===== src/rtl/div_share_pkg.sv =====
`default_nettype none
// ============================================================================
// Module   : div_share_pkg
// Brief    : Shared types and defaults for the round-robin divider scheduler.
// Revision : 1.0 - initial release
// ============================================================================
package div_share_pkg;

    typedef enum logic [1:0] {
        S_IDLE = 2'd0,
        S_RUN  = 2'd1,
        S_FIX  = 2'd2,
        S_DONE = 2'd3
    } state_e;

    localparam int unsigned NREQ_DEF = 4;
    localparam int unsigned DW_DEF   = 4;
    localparam int unsigned VW_DEF   = 5;
    localparam int unsigned IDW_DEF  = 2;

    // Quotient reported on divide-by-zero; sliced to DW by the user.
    localparam logic [31:0] DZ_QUO_ONES = '1;

endpackage : div_share_pkg
`default_nettype wire


===== src/rtl/div_rr_arb.sv =====
`default_nettype none
// ============================================================================
// Module   : div_rr_arb
// Brief    : NREQ-way round-robin grant, first request at or after the pointer.
// Revision : 1.0 - initial release
// ============================================================================
module div_rr_arb #(
    parameter int unsigned NREQ = 4,
    parameter int unsigned IDW  = 2
) (
    input  logic [NREQ-1:0] req,
    input  logic [IDW-1:0]  ptr,
    input  logic            en,
    output logic [NREQ-1:0] gnt,
    output logic [IDW-1:0]  gnt_idx,
    output logic            gnt_any
);

    logic [IDW:0] pos;
    logic         found;

    // Walk offsets from farthest to nearest so the nearest requester wins.
    always_comb begin
        pos     = '0;
        found   = 1'b0;
        gnt_idx = '0;
        for (int k = NREQ - 1; k >= 0; k--) begin
            pos = {1'b0, ptr} + (IDW+1)'(k);
            if (pos >= (IDW+1)'(NREQ)) begin
                pos = pos - (IDW+1)'(NREQ);
            end
            if (req[pos[IDW-1:0]]) begin
                gnt_idx = pos[IDW-1:0];
                found   = 1'b1;
            end
        end
    end

    always_comb begin
        gnt     = '0;
        gnt_any = en & found;
        if (gnt_any) begin
            gnt[gnt_idx] = 1'b1;
        end
    end

endmodule : div_rr_arb
`default_nettype wire


===== src/rtl/div_share_sched.sv =====
`default_nettype none
// ============================================================================
// Module   : div_share_sched
// Brief    : Round-robin scheduler sharing one non-restoring sequential divider.
// Revision : 1.0 - initial release
// ============================================================================
module div_share_sched
    import div_share_pkg::*;
#(
    parameter int unsigned NREQ = NREQ_DEF,
    parameter int unsigned DW   = DW_DEF,
    parameter int unsigned VW   = VW_DEF,
    parameter int unsigned IDW  = IDW_DEF
) (
    input  logic              clk,
    input  logic              rst,
    input  logic [NREQ-1:0]   req_valid,
    output logic [NREQ-1:0]   req_ready,
    input  logic [NREQ*DW-1:0] req_dividend,
    input  logic [NREQ*VW-1:0] req_divisor,
    output logic              rsp_valid,
    input  logic              rsp_ready,
    output logic [IDW-1:0]    rsp_id,
    output logic [DW-1:0]     rsp_quo,
    output logic [VW-1:0]     rsp_rem,
    output logic              rsp_dz,
    output logic              busy
);

    localparam int unsigned CW = (DW > 1) ? $clog2(DW) : 1;

    state_e          state_q, state_d;
    logic [IDW-1:0]  ptr_q, ptr_d;
    logic [IDW-1:0]  id_q, id_d;
    logic [DW-1:0]   q_q, q_d;
    logic [VW:0]     m_q, m_d;
    logic [VW:0]     acc_q, acc_d;
    logic [CW-1:0]   cnt_q, cnt_d;
    logic [DW-1:0]   rsp_quo_q, rsp_quo_d;
    logic [VW-1:0]   rsp_rem_q, rsp_rem_d;
    logic            rsp_dz_q, rsp_dz_d;

    logic [NREQ-1:0] gnt;
    logic [IDW-1:0]  gnt_idx;
    logic            hs;
    logic            arb_en;
    logic [DW-1:0]   sel_dvd;
    logic [VW-1:0]   sel_dvs;
    logic [VW:0]     acc_sh;
    logic [VW:0]     acc_n;
    logic [VW:0]     acc_fix;

    div_rr_arb #(
        .NREQ (NREQ),
        .IDW  (IDW)
    ) u_arb (
        .req     (req_valid),
        .ptr     (ptr_q),
        .en      (arb_en),
        .gnt     (gnt),
        .gnt_idx (gnt_idx),
        .gnt_any (hs)
    );

    always_comb begin
        sel_dvd = '0;
        sel_dvs = '0;
        for (int i = 0; i < NREQ; i++) begin
            if (gnt[i]) begin
                sel_dvd = req_dividend[i*DW +: DW];
                sel_dvs = req_divisor[i*VW +: VW];
            end
        end
    end

    // One non-restoring step: shift {acc,q}, then add or subtract by the pre-shift sign.
    assign acc_sh  = {acc_q[VW-1:0], q_q[DW-1]};
    assign acc_n   = acc_q[VW] ? (acc_sh + m_q) : (acc_sh - m_q);
    assign acc_fix = acc_q[VW] ? (acc_q + m_q) : acc_q;

    always_ff @(posedge clk) begin
        if (rst) begin
            state_q   <= S_IDLE;
            ptr_q     <= '0;
            id_q      <= '0;
            q_q       <= '0;
            m_q       <= '0;
            acc_q     <= '0;
            cnt_q     <= '0;
            rsp_quo_q <= '0;
            rsp_rem_q <= '0;
            rsp_dz_q  <= 1'b0;
        end else begin
            state_q   <= state_d;
            ptr_q     <= ptr_d;
            id_q      <= id_d;
            q_q       <= q_d;
            m_q       <= m_d;
            acc_q     <= acc_d;
            cnt_q     <= cnt_d;
            rsp_quo_q <= rsp_quo_d;
            rsp_rem_q <= rsp_rem_d;
            rsp_dz_q  <= rsp_dz_d;
        end
    end

    always_comb begin
        state_d   = state_q;
        ptr_d     = ptr_q;
        id_d      = id_q;
        q_d       = q_q;
        m_d       = m_q;
        acc_d     = acc_q;
        cnt_d     = cnt_q;
        rsp_quo_d = rsp_quo_q;
        rsp_rem_d = rsp_rem_q;
        rsp_dz_d  = rsp_dz_q;
        case (state_q)
            S_IDLE: begin
                if (hs) begin
                    id_d  = gnt_idx;
                    ptr_d = (gnt_idx == IDW'(NREQ - 1)) ? '0 : gnt_idx + 1'b1;
                    q_d   = sel_dvd;
                    m_d   = {1'b0, sel_dvs};
                    acc_d = '0;
                    cnt_d = '0;
                    if (sel_dvs == '0) begin
                        rsp_quo_d = DZ_QUO_ONES[DW-1:0];
                        rsp_rem_d = VW'(sel_dvd);
                        rsp_dz_d  = 1'b1;
                        state_d   = S_DONE;
                    end else begin
                        state_d   = S_RUN;
                    end
                end
            end
            S_RUN: begin
                acc_d = acc_n;
                q_d   = {q_q[DW-2:0], ~acc_n[VW]};
                cnt_d = cnt_q + 1'b1;
                if (cnt_q == CW'(DW - 1)) begin
                    state_d = S_FIX;
                end
            end
            S_FIX: begin
                acc_d     = acc_fix;
                rsp_quo_d = q_q;
                rsp_rem_d = acc_fix[VW-1:0];
                rsp_dz_d  = 1'b0;
                state_d   = S_DONE;
            end
            S_DONE: begin
                if (rsp_ready) begin
                    state_d = S_IDLE;
                end
            end
            default: state_d = S_IDLE;
        endcase
    end

    always_comb begin
        arb_en    = (state_q == S_IDLE);
        busy      = (state_q != S_IDLE);
        rsp_valid = (state_q == S_DONE);
        req_ready = gnt;
        rsp_id    = id_q;
        rsp_quo   = rsp_quo_q;
        rsp_rem   = rsp_rem_q;
        rsp_dz    = rsp_dz_q;
    end

endmodule : div_share_sched
`default_nettype wire

===== config.mk =====
export PLATFORM = sky130hd
export DESIGN_NAME = div_share_sched
export DESIGN_NICKNAME = d
export VERILOG_FILES = /design/src/rtl/div_share_pkg.sv /design/src/rtl/div_rr_arb.sv /design/src/rtl/div_share_sched.sv
export SDC_FILE = /design/constraint.sdc
export NUM_CORES = 1
export LEC_CHECK = 0
export CAP_MARGIN = 40
export CORE_ASPECT_RATIO = 0.75
export CORE_MARGIN = 4
export CORE_UTILIZATION = 29
export CTS_BUF_LIST = sky130_fd_sc_hd__clkbuf_4
export CTS_CLUSTER_SIZE = 30
export DETAILED_ROUTE_END_ITERATION = 8
export HOLD_SLACK_MARGIN = 0.08
export SLEW_MARGIN = 20
export SYNTH_ARGS = -nofsm -noshare
export SYNTH_HDL_FRONTEND = slang
export SYNTH_SLANG_ARGS = --single-unit
export TNS_END_PERCENT = 20

===== constraint.sdc =====
create_clock -name clk -period 3.6 [get_ports clk]
set_input_delay 0.54 -clock clk [delete_from_list [all_inputs] [get_ports clk]]
set_output_delay 0.54 -clock clk [all_outputs]
set_load 0.03 [all_outputs]

**After elaboration in Yosys (flattened, before gate mapping)**

Cells that the tools add are included.

- Register bits after elaboration: 33
- Input port bits: 43
- Output and inout bits: 18
- Word-level logic and storage cells: 109

- Add/subtract/negate cells: 12
- Order comparisons: 10
- Eq/ne operators: 9
- Mux-type cells: 54
- Bitwise operators: 2
- Reduce and logical (&&, ||, !) cells: 12

Operators by type and width:

| operator | number |
|---|---|
| 4-bit 2-to-1 mux | 8 |
| 5-bit 2-to-1 mux | 6 |
| 2-bit 2-to-1 mux | 14 |
| 6-bit 2-to-1 mux | 3 |
| 6-bit one-hot mux with 3 select lines | 1 |
| 4-bit one-hot mux with 2 select lines | 2 |
| 2-bit by 3-bit < comparator with 1-bit output (second input constant) | 5 |
| 6-bit by 5-bit adder with 6-bit output | 2 |
| 1-bit 2-to-1 mux | 11 |
| 5-bit one-hot mux with 2 select lines | 1 |
| 3-bit greater-or-equal comparator (second input constant) | 3 |
| 1-bit binary-select mux with 2-bit select | 4 |
| 2-bit == test (second input constant) | 4 |
| 2-bit one-hot mux with 4 select lines | 1 |
| 2-bit by 1-bit subtractor with 2-bit output (second input constant) | 4 |
| 2-bit by 2-bit adder with 3-bit output (second input constant) | 2 |
| 2-bit != test (second input constant) | 3 |
| 2-bit AND reduction | 3 |
| 3-bit AND reduction | 2 |
| 2-bit nonzero test | 3 |
| 6-bit by 5-bit subtractor with 6-bit output | 1 |
| 5-bit zero test | 1 |
| 2-bit by 1-bit adder with 2-bit output (second input constant) | 2 |
| 2-bit one-hot mux with 2 select lines | 1 |
| 12 further kinds | 12 |

**Logic depth before layout (Yosys ltp)**

Gate-level depths: netlist of run 1.

- Depth after elaboration: 22
- Gate-level depth with buffers: 11
- Depth with buffers taken out: 10

**Hierarchy**

From an unflattened synthesis of run 1, not the netlist that was laid out.

- Cells, all modules: 309
- Area total of the unflattened synthesis: 2472.4 sq um

By module, submodules not included:

| module | instances | cells each | area an instance (sq um) | sequential area each (sq um) |
|---|---|---|---|---|
| div_share_sched | 1 | 292 | 2344.7 | 660.6 |
| div_rr_arb | 1 | 17 | 127.6 | 0.0 |

**Least setup slack after synthesis of run 1**

OpenSTA, ideal clock, no wires.

- Path type: input-to-reg
- Start: input port req_valid[2]
- End: register rsp_rem_q[1] (netlist: rsp_rem[1])
- Library setup time: 121 ps
- Arrival time: 3056 ps
- Data required time: 3479 ps
- Setup slack: 423 ps
- Stages: 10
- Buffers on the path: 1
- Path through: a22o_1 a221oi_1 inv_1 ha_1 or2_1 clkbuf_2 a221o_1 a22oi_4 a41oi_4 mux2_4

- Word-level cells in the longest chain between the ends: 18
- Elaborated cells on any way between the ends: 38
- Classes of those cells: order compare (2); eq/ne (2); mux (30); bitwise (1); reduce/logical (3)

RTL lines:

| what | RTL line | text |
|---|---|---|
| from (decl) | div_share_sched.sv:17 | `input logic [NREQ-1:0] req_valid,` |
| 1-bit binary-select mux with 2-bit select | div_rr_arb.sv:32 | `if (req[pos[IDW-1:0]]) begin` |
| 1-bit 2-to-1 mux (implied by the code) | div_rr_arb.sv:32 |  |
| 2-bit 2-to-1 mux (3 in a row) | div_rr_arb.sv:32 |  |
| 2-bit 2-to-1 mux * | div_rr_arb.sv:32 |  |
| net gnt_idx[0] | div_share_sched.sv:44 | `logic [IDW-1:0] gnt_idx;` |
| 2-bit by 3-bit < comparator with 1-bit output (implied by the code) / 2-bit by 1-bit greater-or-equal comparator with 1-bit output (equally long branches) | div_rr_arb.sv:43 | `gnt[gnt_idx] = 1'b1;` |
| 1-bit logical AND (implied by the code) | div_rr_arb.sv:43 |  |
| 1-bit 2-to-1 mux (implied by the code) | div_rr_arb.sv:43 |  |
| 1-bit demux with 2-bit select * | n/a |  |
| 4-bit 2-to-1 mux * | div_rr_arb.sv:42 | `if (gnt_any) begin` |
| 5-bit 2-to-1 mux / 4-bit 2-to-1 mux (equally long branches) (4 in a row) | div_share_sched.sv:69 | `if (gnt[i]) begin` |
| 5-bit zero test / 5-bit 2-to-1 mux (equally long branches) | div_share_sched.sv:127 | `if (sel_dvs == '0) begin` |
| 2-bit != test (no line) / 5-bit 2-to-1 mux (equally long branches) | n/a |  |
| 3-bit AND reduction (no line) / 5-bit one-hot mux with 2 select lines (equally long branches) | n/a |  |
| to (signal assigned) | div_share_sched.sv:102 | `rsp_rem_q <= rsp_rem_d;` |
| to (decl) | div_share_sched.sv:40 | `logic [VW-1:0] rsp_rem_q, rsp_rem_d;` |

Mark *: on every way through the listed nets, which the timed path passes. The rest lies on a longest branch. The select of a mux whose other input is x is not followed.
A chain may end at the register's enable or synchronous reset.

**Final worst setup path of run 1**

- Start: input port req_valid[0]
- End: output port req_ready[2]

- Word-level cells in the longest chain between the ends: 11
- Elaborated cells on any way between the ends: 23
- Classes of those cells: order compare (2); mux (19); bitwise (1); reduce/logical (1)

RTL lines:

| what | RTL line | text |
|---|---|---|
| 1-bit binary-select mux with 2-bit select | div_rr_arb.sv:32 |  |
| 1-bit 2-to-1 mux (implied by the code) | div_rr_arb.sv:32 |  |
| 2-bit 2-to-1 mux (3 in a row) | div_rr_arb.sv:32 |  |
| 2-bit 2-to-1 mux * | div_rr_arb.sv:32 |  |
| net gnt_idx[1] | div_share_sched.sv:44 |  |
| 2-bit by 3-bit < comparator with 1-bit output (implied by the code) / 2-bit by 1-bit greater-or-equal comparator with 1-bit output (equally long branches) | div_rr_arb.sv:43 |  |
| 1-bit logical AND (implied by the code) | div_rr_arb.sv:43 |  |
| 1-bit 2-to-1 mux (implied by the code) | div_rr_arb.sv:43 |  |
| 1-bit demux with 2-bit select * | n/a |  |
| 4-bit 2-to-1 mux * | div_rr_arb.sv:42 |  |
| to (decl) | div_share_sched.sv:18 | `output logic [NREQ-1:0] req_ready,` |

Marks and branches as above.

==> results.md, run 1 <==
- Hold Crit Start: rsp_id[1]$_SDFFE_PP0P_
- Synth Net Count: around 370
- CTS H-Tree Depth: 2
- Max-slew violation count: 0
- Synth warn: 0
- Fin crit share: 93.5%
- Worst clock skew: around 0.008 ns
- Gpl congestion: approximately 0.86
- Post-synth EDFFs: 0
- Routed wire per std cell: approximately 16 um
- Ys flop type: dfxtp_1
- Clk sinks: 33
- Post-synthesis simple-gate area fraction: between 10% and 20%
- Die area: between 10000 and 15000 um^2
- Share of the synthesized area in the top cell type: between 20% and 30%
- Hold Crit Class: reg -> reg
- CP max FO: 5
- Clk Latency, worst-skew pair: around 0.35 ns
- Antenna violations before repair: 0
- CTS buffer count: 5
- Post-synth cell types: 57
- Layout cell share with drive strength beyond 1: 7.75%
- CORE AREA: 8060 um^2
- Status: finished, final reports clean
- Post-synth top area cell: dfxtp_1
- Synth Area in XOR/XNOR: about 2.5%
- PwrDens: ~800 nW/um^2
- First-pass iteration count of the detailed router: 4
- IO Port Bufs: 60
- Final Total Pwr: roughly 2.7 mW
- Cts-stage hold buffer count: 0
- Worst setup EP type: output pin
- Net Sw Power: roughly 1.3 mW
- Aggregate global routing overflow: 0
- First DRT Iteration DRCs: roughly 220
- Cells on Worst Hold Path: 2
- Slew headroom: between 50% and 60%
- Hold Path Sink: rsp_id[1]$_SDFFE_PP0P_
- Post-CTS Setup Inserts: 0
- Ant diodes: 0
- Initial core utilization: a little under a third
- Sequential area share after synthesis: 26.9%
- Synth Area in Adders: 12.3%
- Largest family of logic cells by synthesized area: compound AO/OA/AOI/OAI gates
- Final setup violation count: 0
- Synth Register Bits: 33
- R2R depth: 11
- Site row count: 28
- Post-synthesis compound-gate area fraction: between 20% and 30%
- Fillers: 837
- WL final: 7.89 mm
- Leak: between 1 and 1.5 nW
- Global-route wire length before repair: 12.8 mm
- Most frequent cells in the layout: 58 x clkdlybuf4s50_1, 33 x dfxtp_1, 31 x inv_1
- # IOs: 61
- Die width: about 110 um
- Int Power: between 1 and 1.5 mW
- Routed via count: 2543
- FF-to-FF Start: ptr_q[0]$_SDFFE_PP0P_
- Nets: about 440
- Fmax: a little under 300 MHz
- FFs w/ async S/R, synth: 0%
- Sw Ratio: between 40% and 50%
- Crit Reg-Reg Endpoint: rsp_rem[3]$_SDFFE_PP0P_
- ANT nets after route: 0
- Sequential share of power: a little over a fifth
- Die height: between 80 and 90 um
- Least-Margin Pin Slew: 0.717 ns
- Hold Fails Final Rpt: 0
- Number of max-cap violations: 0
- Commonest non-fill, non-tap cell in the layout: clkdlybuf4s50_1
- Pin count of the biggest net entering global routing: 28
- Post-Layout Cell Count: 479
- R2R setup slack: around 0.7 ns
- Root buffer cell: clkbuf_4
- Final setup margin: about 0.23 ns
- Clock buffer depth: 2
- CP arrival: between 2 and 3 ns
- Worst-path clk slew: around 0.12 ns
- Required time of the critical path: between 3 and 4 ns
- Clk pwr share: a little over a tenth
- Detailed Place HPWL: just over 6 mm
- CTS tree: done
- Combinational share of power: approximately 67%
- Via density: 5.31
- Crit path time final: ~3.4 ns
- Syn Std Cell Area: 2460 um^2
- RSZ-0062 raised after global routing: no
- Area growth, synth to finish: 34.4%
- Cells after synthesis: just over 300
- Placed Instances: ~470
- Peak supply drop: around 0.00046 V
- Setup_tns: 0 ns
- Post-Syn Area per Cell: 8.01 um^2
- Resized Gates After CTS: 0
- Post-synthesis mux area share: 4.02%
- Startpoint Class: input pin
- Vias in the first global route: 2457
- Critical path class: in -> out
- GRT Total Usage: roughly 16%
- Placement Setup Slack: between 0.02 and 0.03 ns
- DRC: 0
- Top post-synthesis cells by area: dfxtp_1 27%, ha_1 11%, a21oi_1 4.9%, inv_1 4.7%, nand2_1 4.3%
==> worst max-delay path by stage <==
stage / from / endpoint / slack (ns) / depth (start not counted)
final: req_valid[0] / req_ready[2] / 0.23 / 9
after global routing: req_valid[0] / req_ready[2] / 0.01 / 9
after CTS: req_valid[0] / req_ready[2] / 0.22 / 9
after detailed placement: req_valid[3] / rsp_rem[3]$_SDFFE_PP0P_ / 0.03 / 12
after global placement: req_valid[3] / rsp_rem[1]$_SDFFE_PP0P_ / 0.09 / 11
after floorplan: req_valid[2] / rsp_rem[1]$_SDFFE_PP0P_ / 0.42 / 10
==> sequential cells by signal (all words and copies together), names as in the netlist <==
name     count
ptr_q        2
rsp_quo      4
acc_q        6
rsp_rem      5
rsp_dz       1
m_q          5
cnt_q        2
rsp_id       2
state_q      2
q_q          4
==> worst max-delay path, cell delays in order <==
cell,delay (ns)
clkdlybuf4s50_1,0.50
a21oi_1,0.20
o21ai_0,0.10
a21oi_1,0.22
buf_4,0.16
ha_1,0.19
buf_4,0.14
and2_1,0.11
clkdlybuf4s50_1,0.67
==> metal layers <==
metal | vias to the layer above | routed length [um] | GRT usage, %
met5 | - | 0 | 0
met4 | 0 | 37 | 2.59
met3 | 5 | 532 | 4.42
met2 | 83 | 3190 | 23.3
met1 | 1200 | 4130 | 24.7
li1 | 1255 | - | -
==> Yosys cell counts, drive strengths merged, types with 4 or more instances <==
library cell   n
dfxtp         33
inv           31
nand2         28
a21oi         24
ha            21
nor2          17
nand3         15
o21ai         13
clkbuf        12
a221oi         9
a211oi         8
nand2b         6
mux2i          5
nor3           5
o22ai          5
a221o          4
and2           4
mux2           4
o211ai         4
xor2           4
==> power by group through the flow <==
stage	logic (mW)	registers, mW	clock network (mW)
3_5_place_dp	1.78	0.595	0
6_report	1.80	0.586	0.288
3_3_place_gp	1.77	0.593	0
4_1_cts	1.80	0.586	0.294
5_1_grt	1.99	0.604	0.311
2_1_floorplan	1.17	0.643	0
==> cell families after synthesis <==
kind of cell             after synthesis
AO/OA/AOI/OAI                         99
AND/OR/NAND/NOR                       90
buffers and inverters                 46
flip-flops                            33
adder cells (fa/ha/maj)               23
multiplexers                           9
XOR/XNOR                               7
==> area by class of cell <==
| class | count | area [um^2] | area share [%] |
|---|---|---|---|
| Multi-Input combinational cell | 228 | 1620 | 49.1 |
| Timing Repair Buffer | 73 | 693 | 21.0 |
| Sequential cell | 33 | 661 | 20.0 |
| Tap cell | 105 | 131 | 3.97 |
| Inverter | 32 | 120 | 3.63 |
| Clock inverter | 3 | 41.3 | 1.25 |
| Clock buffer | 5 | 37.5 | 1.14 |
==> through the flow <==
stage | instance area (um^2) | hold WS, ns | utilization (%)
6_report | 3310 | 0.472 | 41.0
5_1_grt | 3310 | 0.488 | 41.0
4_1_cts | 3310 | 0.474 | 41.0
3_5_place_dp | 3230 | 0.456 | 40.1
3_3_place_gp | 3230 | 0.450 | 40.1
2_1_floorplan | 2460 | 0.458 | -
(Power assumes the default switching activity.)
==> run 2, diff against run 1 <==
--- a/config.mk
+++ b/config.mk
@@ -5,9 +5,8 @@
 export SDC_FILE = /design/constraint.sdc
 export NUM_CORES = 1
 export LEC_CHECK = 0
-export CAP_MARGIN = 40
 export CORE_ASPECT_RATIO = 0.75
-export CORE_MARGIN = 4
+export CORE_MARGIN = 10
 export CORE_UTILIZATION = 29
 export CTS_BUF_LIST = sky130_fd_sc_hd__clkbuf_4
 export CTS_CLUSTER_SIZE = 30
==> constraint.sdc (replaced) <==
create_clock -name clk -period 2.9 [get_ports clk]
set_input_delay 0.435 -clock clk [delete_from_list [all_inputs] [get_ports clk]]
set_output_delay 0.435 -clock clk [all_outputs]
set_load 0.03 [all_outputs]
==> run 2 against run 1 <==
Effect of this change:
- wire length is 7.6% higher
- non-clock buffer count is 24 higher
- critical endpoint is now req_ready[3]
- global-route usage is 2.9 points lower
- worst setup slack got worse by 0.056 ns
- sequential power is 26% higher
- die area is 26% higher
- sequential cell count stayed put
- highest routed layer unchanged
- critical path depth rose by 1
==> results.md, run 2 (synthesis gave the netlist of run 1 again) <==
- Startpoint Class: register
- Vias in the first global route: 2520 (+2.6%)
- Placed Instances: 497 (+5.5%)
- Number of max-cap violations: 0 (unchanged)
- Worst setup EP type: output pin
- CP Buf/Inv Count: 6 (+2)
- # IOs: 61 (unchanged)
- Ant diodes: 0 (unchanged)
- Routed wire per std cell: 16.8 um (+1.8%)
- Final Total Pwr: 3.69 mW (+38%)
- Root buffer cell: clkbuf_4
- Peak supply drop: 0.000523 V (+14%)
- CORE AREA: 8350 um^2 (+3.6%)
- Die height: 99.8 um (+14%)
- Pin count of the biggest net entering global routing: 27 (-3.6%)
- Worst-path clk slew: 0.11 ns (about the same)
- CP arrival: 2.29 ns (-0.54 ns)
- Most frequent cells in the layout: 52 x clkdlybuf4s50_1, 33 x dfxtp_1, 33 x buf_4
- R2R setup slack: 0.20 ns (-0.52 ns)
- Die area: 12600 um^2 (+26%)
- RSZ-0062 raised after global routing: no
- WL final: 8.49 mm (+7.6%)
- Worst clock skew: 0.0111 ns (+0.00310 ns)
- Hold Fails Final Rpt: 0 (unchanged)
- CP max-delay cell: dfxtp_1
- Area growth, synth to finish: 47.9%
- Setup_tns: 0 ns (unchanged)
- First DRT Iteration DRCs: 191 (-11%)
- Commonest non-fill, non-tap cell in the layout: clkdlybuf4s50_1
- Site row count: 29 (+3.6%)
- Crit path time final: ~2.7 ns
- Die width: 126 um (+10%)
- GRT Total Usage: 13.4% (-2.9 points)
- Critical path's most frequent cell: buf_6
- Max stage delay on crit path: 0.35 ns (-0.32 ns)
- WHS: 0.463 ns (-0.00896 ns)
- Hold Path Sink: rsp_id[1]$_SDFFE_PP0P_
- FF-to-FF Start: ptr_q[0]$_SDFFE_PP0P_
- DRC: 0 (unchanged)
- Cells on Worst Hold Path: 2 (unchanged)
- CTS buffer count: 5 (unchanged)
- Hold Crit Start: rsp_id[1]$_SDFFE_PP0P_
- CP max FO: 6 (+1)
- Cell area after layout: 3640 um^2 (+10%)
- Stages on worst setup path: 10 (+1)
- Cell Area, Placed: 3420 um^2 (+6.1%)
- Detailed Place HPWL: 6.74 mm (+9.3%)
- R2R depth: 11 (unchanged)
- Slew headroom: 47.1% (-5.1 points)
- Crit Reg-Reg Endpoint: rsp_rem[1]$_SDFFE_PP0P_
- Final setup violation count: 0 (unchanged)
- ANT nets after route: 0 (unchanged)
- Max-slew violation count: 0 (unchanged)
- Clock buffer depth: 2 (unchanged)
- IO Port Bufs: 60 (unchanged)
- Global-route wire length before repair: 14.0 mm (+8.8%)
- Antenna violations before repair: 0 (unchanged)
- Nets: 463 (+5.5%)
- First-pass iteration count of the detailed router: 4 (unchanged)
- Layout cell share with drive strength beyond 1: 18.1% (+10 points)
- Gpl congestion: 0.813 (-5.2%)
- Largest register FFs: 6 (unchanged)
- Fmax: 367 MHz
- CTS tree: done
- Clk sinks: 33 (unchanged)
- Fin crit share: around 94%
- CP top delay family: buffers and inverters
- Clk Latency, worst-skew pair: 0.35 ns (about the same)
- Status: finished, final reports clean
- Crit path cell chain: inv_1 > a22o_1 > a221oi_4 > buf_6 > ha_4 > buf_6 > clkinvlp_4 > buf_6 > nor2_4 > buf_6
- PwrDens: 1010 nW/um^2 (+25%)
- Hold Crit Class: reg -> reg
- Least-Margin Pin Slew: 0.793 ns (+0.0760 ns)
- CTS H-Tree Depth: 2 (unchanged)
- Routed via count: 2616 (+2.9%)
- Aggregate global routing overflow: 0 (unchanged)
- Initial core utilization: 29.5% (-1.1 points)
- Via density: 5.17 (-2.6%)
- Leak: 1.47 nW (+13%)
- Most flop-heavy register: acc_q
- Required time of the critical path: 2.47 ns (-0.59 ns)
- Post-Layout Cell Count: 506 (+5.6%)
- Critical path class: reg -> out
## run 2: changes by cell type in the layout (fill, tap and decap cells not counted), sizes merged
cell | previous run | this run
buf | 15 | 39
clkdlybuf4s50 | 58 | 52
dlymetal6s2s | 0 | 4
clkdlybuf4s15 | 0 | 1
clkinvlp | 1 | 2
dlygate4sd2 | 0 | 1
inv | 31 | 30
## run 2: layout make-up
type,instances,area [um^2]
Clock buffer,5,37.5
Clock inverter,3,41.3
Fill cell,850,4710
Inverter,32,124
Multi-Input combinational cell,228,1740
Sequential cell,33,661
Tap cell,108,135
Timing Repair Buffer,97,905
## run 2: how the worst max path moves through the flow
stage                     slack [ns]                       to             startpoint
after floorplan                0.009  rsp_rem[1]$_SDFFE_PP0P_           req_valid[3]
after detailed placement       -0.52  rsp_quo[1]$_SDFFE_PP0P_           req_valid[0]
after global placement         -0.39  rsp_quo[0]$_SDFFE_PP0P_           req_valid[0]
final                           0.18             req_ready[3]  ptr_q[0]$_SDFFE_PP0P_
after global routing            0.02             req_ready[3]  ptr_q[0]$_SDFFE_PP0P_
after CTS                      -0.13  rsp_quo[1]$_SDFFE_PP0P_           req_valid[1]
## run 2: per-layer routing
| metal | up-vias | track usage [%] | share of wire, % |
|---|---|---|---|
| met5 | - | 0 | 0 |
| met4 | 0 | 2.27 | 1.1 |
| met3 | 9 | 3.93 | 7.7 |
| met2 | 78 | 18.9 | 41 |
| met1 | 1230 | 19.6 | 50 |
| li1 | 1299 | - | - |
## run 2: report_power, final
group | switching (mW) | internal, mW | leakage, nW
Clock | 0.175 | 0.178 | 0.0389
Combinational | 1.41 | 1.18 | 1.17
Sequential | 0.145 | 0.595 | 0.270
## run 2: worst min-delay path: stages, from the launching register on
cell and delay (ns):
dfxtp_1 0.32, nand2_1 0.05, a21oi_1 0.05
## run 2: what timing repair did
item,CTS,global route
setup endpoints to repair,14,15
resized for setup,5,28
hold buffers,0,0
pin swaps,0,4
buffers inserted,0,1
## run 2: per-stage QoR
| stage | utilization, % | worst slack, ns |
|---|---|---|
| after floorplan | - | 0.00864 |
| after global placement | 41.0 | -0.386 |
| after detailed placement | 41.0 | -0.525 |
| after CTS | 42.0 | -0.133 |
| after global routing | 43.6 | 0.0177 |
| final | 43.6 | 0.177 |
==> run 3, diff against run 2 <==
--- a/config.mk
+++ b/config.mk
@@ -6,12 +6,13 @@
 export NUM_CORES = 1
 export LEC_CHECK = 0
 export CORE_ASPECT_RATIO = 0.75
-export CORE_MARGIN = 10
+export CORE_MARGIN = 4
 export CORE_UTILIZATION = 29
 export CTS_BUF_LIST = sky130_fd_sc_hd__clkbuf_4
 export CTS_CLUSTER_SIZE = 30
 export DETAILED_ROUTE_END_ITERATION = 8
 export HOLD_SLACK_MARGIN = 0.08
+export PLACE_DENSITY = 0.54
 export SLEW_MARGIN = 20
 export SYNTH_ARGS = -nofsm -noshare
 export SYNTH_HDL_FRONTEND = slang
==> run 3 against run 2 <==
Effect of this change:
- combinational power about the same
- global-route usage is 3.4 points higher
- non-clock buffer count is 1 higher
- cell count fell by 0.40%
- sequential power is essentially flat
- highest routed layer unchanged
- utilization up 1.1 points
- via count is 0.27% lower
- critical path depth stayed put
- register-to-register slack worse by 0.11 ns
==> results.md, run 3 (synthesis gave the netlist of run 1 again) <==
- Setup_tns: 0 ns (unchanged)
- ANT nets after route: 0 (unchanged)
- # IOs: 61 (unchanged)
- Hold Fails Final Rpt: 0 (unchanged)
- Site row count: 28 (-3.4%)
- Net Sw Power: 1.71 mW (-1.5%)
- Clk pwr share: 9.6% (about the same)
- First-pass iteration count of the detailed router: 4 (unchanged)
- Placed Instances: 495 (-0.40%)
- Clk Latency, worst-skew pair: 0.34 ns (about the same)
- WL final: 8.30 mm (-2.2%)
- Aggregate global routing overflow: 0 (unchanged)
- Least-Margin Pin Slew: 0.648 ns (-0.146 ns)
- Slew headroom: 56.8% (+9.7 points)
- Worst clock skew: 0.00640 ns (-0.00475 ns)
- Int Power: 1.94 mW (-0.51%)
- CTS tree: done
- Layout cell share with drive strength beyond 1: 17.8% (-0.30 points)
- PwrDens: 1010 nW/um^2 (+0.10%)
- CTS buffer count: 5 (unchanged)
- Sequential share of power: 20.3% (+0.2 points)
- Clk sinks: 33 (unchanged)
- CP max FO: 6 (unchanged)
- DRC: 0 (unchanged)
- Register area: 662 um^2 (+0.19%)
- Cts-stage hold buffer count: 0 (unchanged)
- IO Port Bufs: 60 (unchanged)
- GRT Total Usage: 16.8% (+3.4 points)
- Global-route wire length before repair: 13.2 mm (-5.2%)
- Area growth, synth to finish: 46.3%
- Startpoint Class: register
- Most flop-heavy register: acc_q
- Worst Setup SP: ptr_q[0]$_SDFFE_PP0P_
- Worst-path clk slew: 0.11 ns (about the same)
- WHS: 0.463 ns (+0.000367 ns)
- Antenna violations before repair: 0 (unchanged)
- FF-to-FF Start: ptr_q[0]$_SDFFE_PP0P_
- First DRT Iteration DRCs: 161 (-16%)
- Nets: 464 (+0.22%)
- Crit path time final: 2.81 ns (+0.0856 ns)
- Post-Layout Cell Count: 504 (-0.40%)
- Root buffer cell: clkbuf_4
- Worst setup EP type: register
- Detailed Place HPWL: 6.52 mm (-3.2%)
- Clock buffer depth: 2 (unchanged)
- Peak supply drop: 0.000484 V (-7.5%)
- CTS H-Tree Depth: 2 (unchanged)
- Final core occ: 44.7% (+1.1 points)
- Multi-input logic area: 1710 um^2 (-1.4%)
- Die height: 87.8 um (-12%)
- Initial core utilization: 30.5% (+1.1 points)
- Hold Crit Start: rsp_id[1]$_SDFFE_PP0P_
- Routed via count: 2609 (-0.27%)
- Largest register FFs: 6 (unchanged)
- Fmax: 356 MHz (-3.0%)
- Gpl congestion: 0.832 (+2.3%)
- Leak: 1.48 nW (+0.59%)
- Die area: 10000 um^2 (-20%)
- Critical path class: reg -> reg
- Max-slew violation count: 0 (unchanged)
- Fin crit share: 96.9% (+3.0 points)
- Sw Ratio: 46.8% (-0.24 points)
- Commonest non-fill, non-tap cell in the layout: clkdlybuf4s50_1
- Ant diodes: 0 (unchanged)
- CP arrival: 3.04 ns (+0.75 ns)
- Most frequent cells in the layout: 52 x clkdlybuf4s50_1, 38 x buf_4, 32 x dfxtp_1
- Number of max-cap violations: 0 (unchanged)
- Required time of the critical path: 3.14 ns (+0.67 ns)
- Combinational share of power: 70.1% (-0.3 points)
- CORE AREA: 8060 um^2 (-3.4%)
- Final setup violation count: 0 (unchanged)
- Routed wire per std cell: 16.5 um (-1.9%)
- Final Total Pwr: 3.65 mW (-0.96%)
- Die width: 114 um (-9.5%)
- Via density: 5.18 (+0.13%)
- Pin count of the biggest net entering global routing: 27 (unchanged)
- Status: finished, final reports clean
- Vias in the first global route: 2519 (-0.040%)
- Hold Crit Class: reg -> reg
- Fillers: 819 (-3.6%)
[run 3: final timing paths]
kind / cells after the start / to / slack, ns
setup reg to reg: 10 / rsp_rem[1]$_SDFFE_PP0P_ / 0.09
setup / recovery: 10 / rsp_rem[1]$_SDFFE_PP0P_ / 0.09
hold reg to reg: 2 / rsp_id[1]$_SDFFE_PP0P_ / 0.46
hold / removal: 2 / rsp_id[1]$_SDFFE_PP0P_ / 0.46
[run 3: layout make-up]
class	instances	share of cell area, %
clock buffers	5	1.04
clock inverters	3	1.15
inverters	32	3.34
multi-input cells	228	47.5
flip-flops and latches	33	18.4
well taps	105	3.65
repair buffers	98	24.9
[run 3: per-stage QoR]
stage	instance area [um^2]	setup slack [ns]
5_1_grt	3600	-0.00616
3_3_place_gp	3430	-0.494
2_1_floorplan	2480	0.00864
3_5_place_dp	3430	-0.585
4_1_cts	3550	-0.0174
6_report	3600	0.0910
[run 3: power by group through the flow]
stage / logic, mW / clock network (mW) / registers [mW]
3_5_place_dp: 2.44 / 0 / 0.746
5_1_grt: 2.81 / 0.380 / 0.765
6_report: 2.56 / 0.352 / 0.741
4_1_cts: 2.51 / 0.361 / 0.738
3_3_place_gp: 2.43 / 0 / 0.748
2_1_floorplan: 1.47 / 0 / 0.801
[run 3: timing repair]
item | 4_1_cts | 5_1_grt
gates resized for setup | 14 | 13
setup buffers | 0 | 1
endpoints found under the setup margin | 13 | 14
pin swaps | 4 | 7
[run 3: critical path, cell delays in order (launching register included)]
cell	delay, ns
dfxtp_2	0.35
inv_1	0.05
a22o_1	0.25
a221oi_4	0.33
inv_2	0.10
ha_4	0.19
or2_4	0.28
a221o_1	0.32
a22oi_4	0.25
a41oi_4	0.23
mux2_4	0.34
[run 3: layer usage]
metal  track usage (%)  vias up  part of all wire [%]
li1                  -     1304                     -
met1              24.8     1208                    51
met2              24.8       86                    40
met3              4.07       11                   8.0
met4              3.24        0                   1.1
met5                 0        -                     0
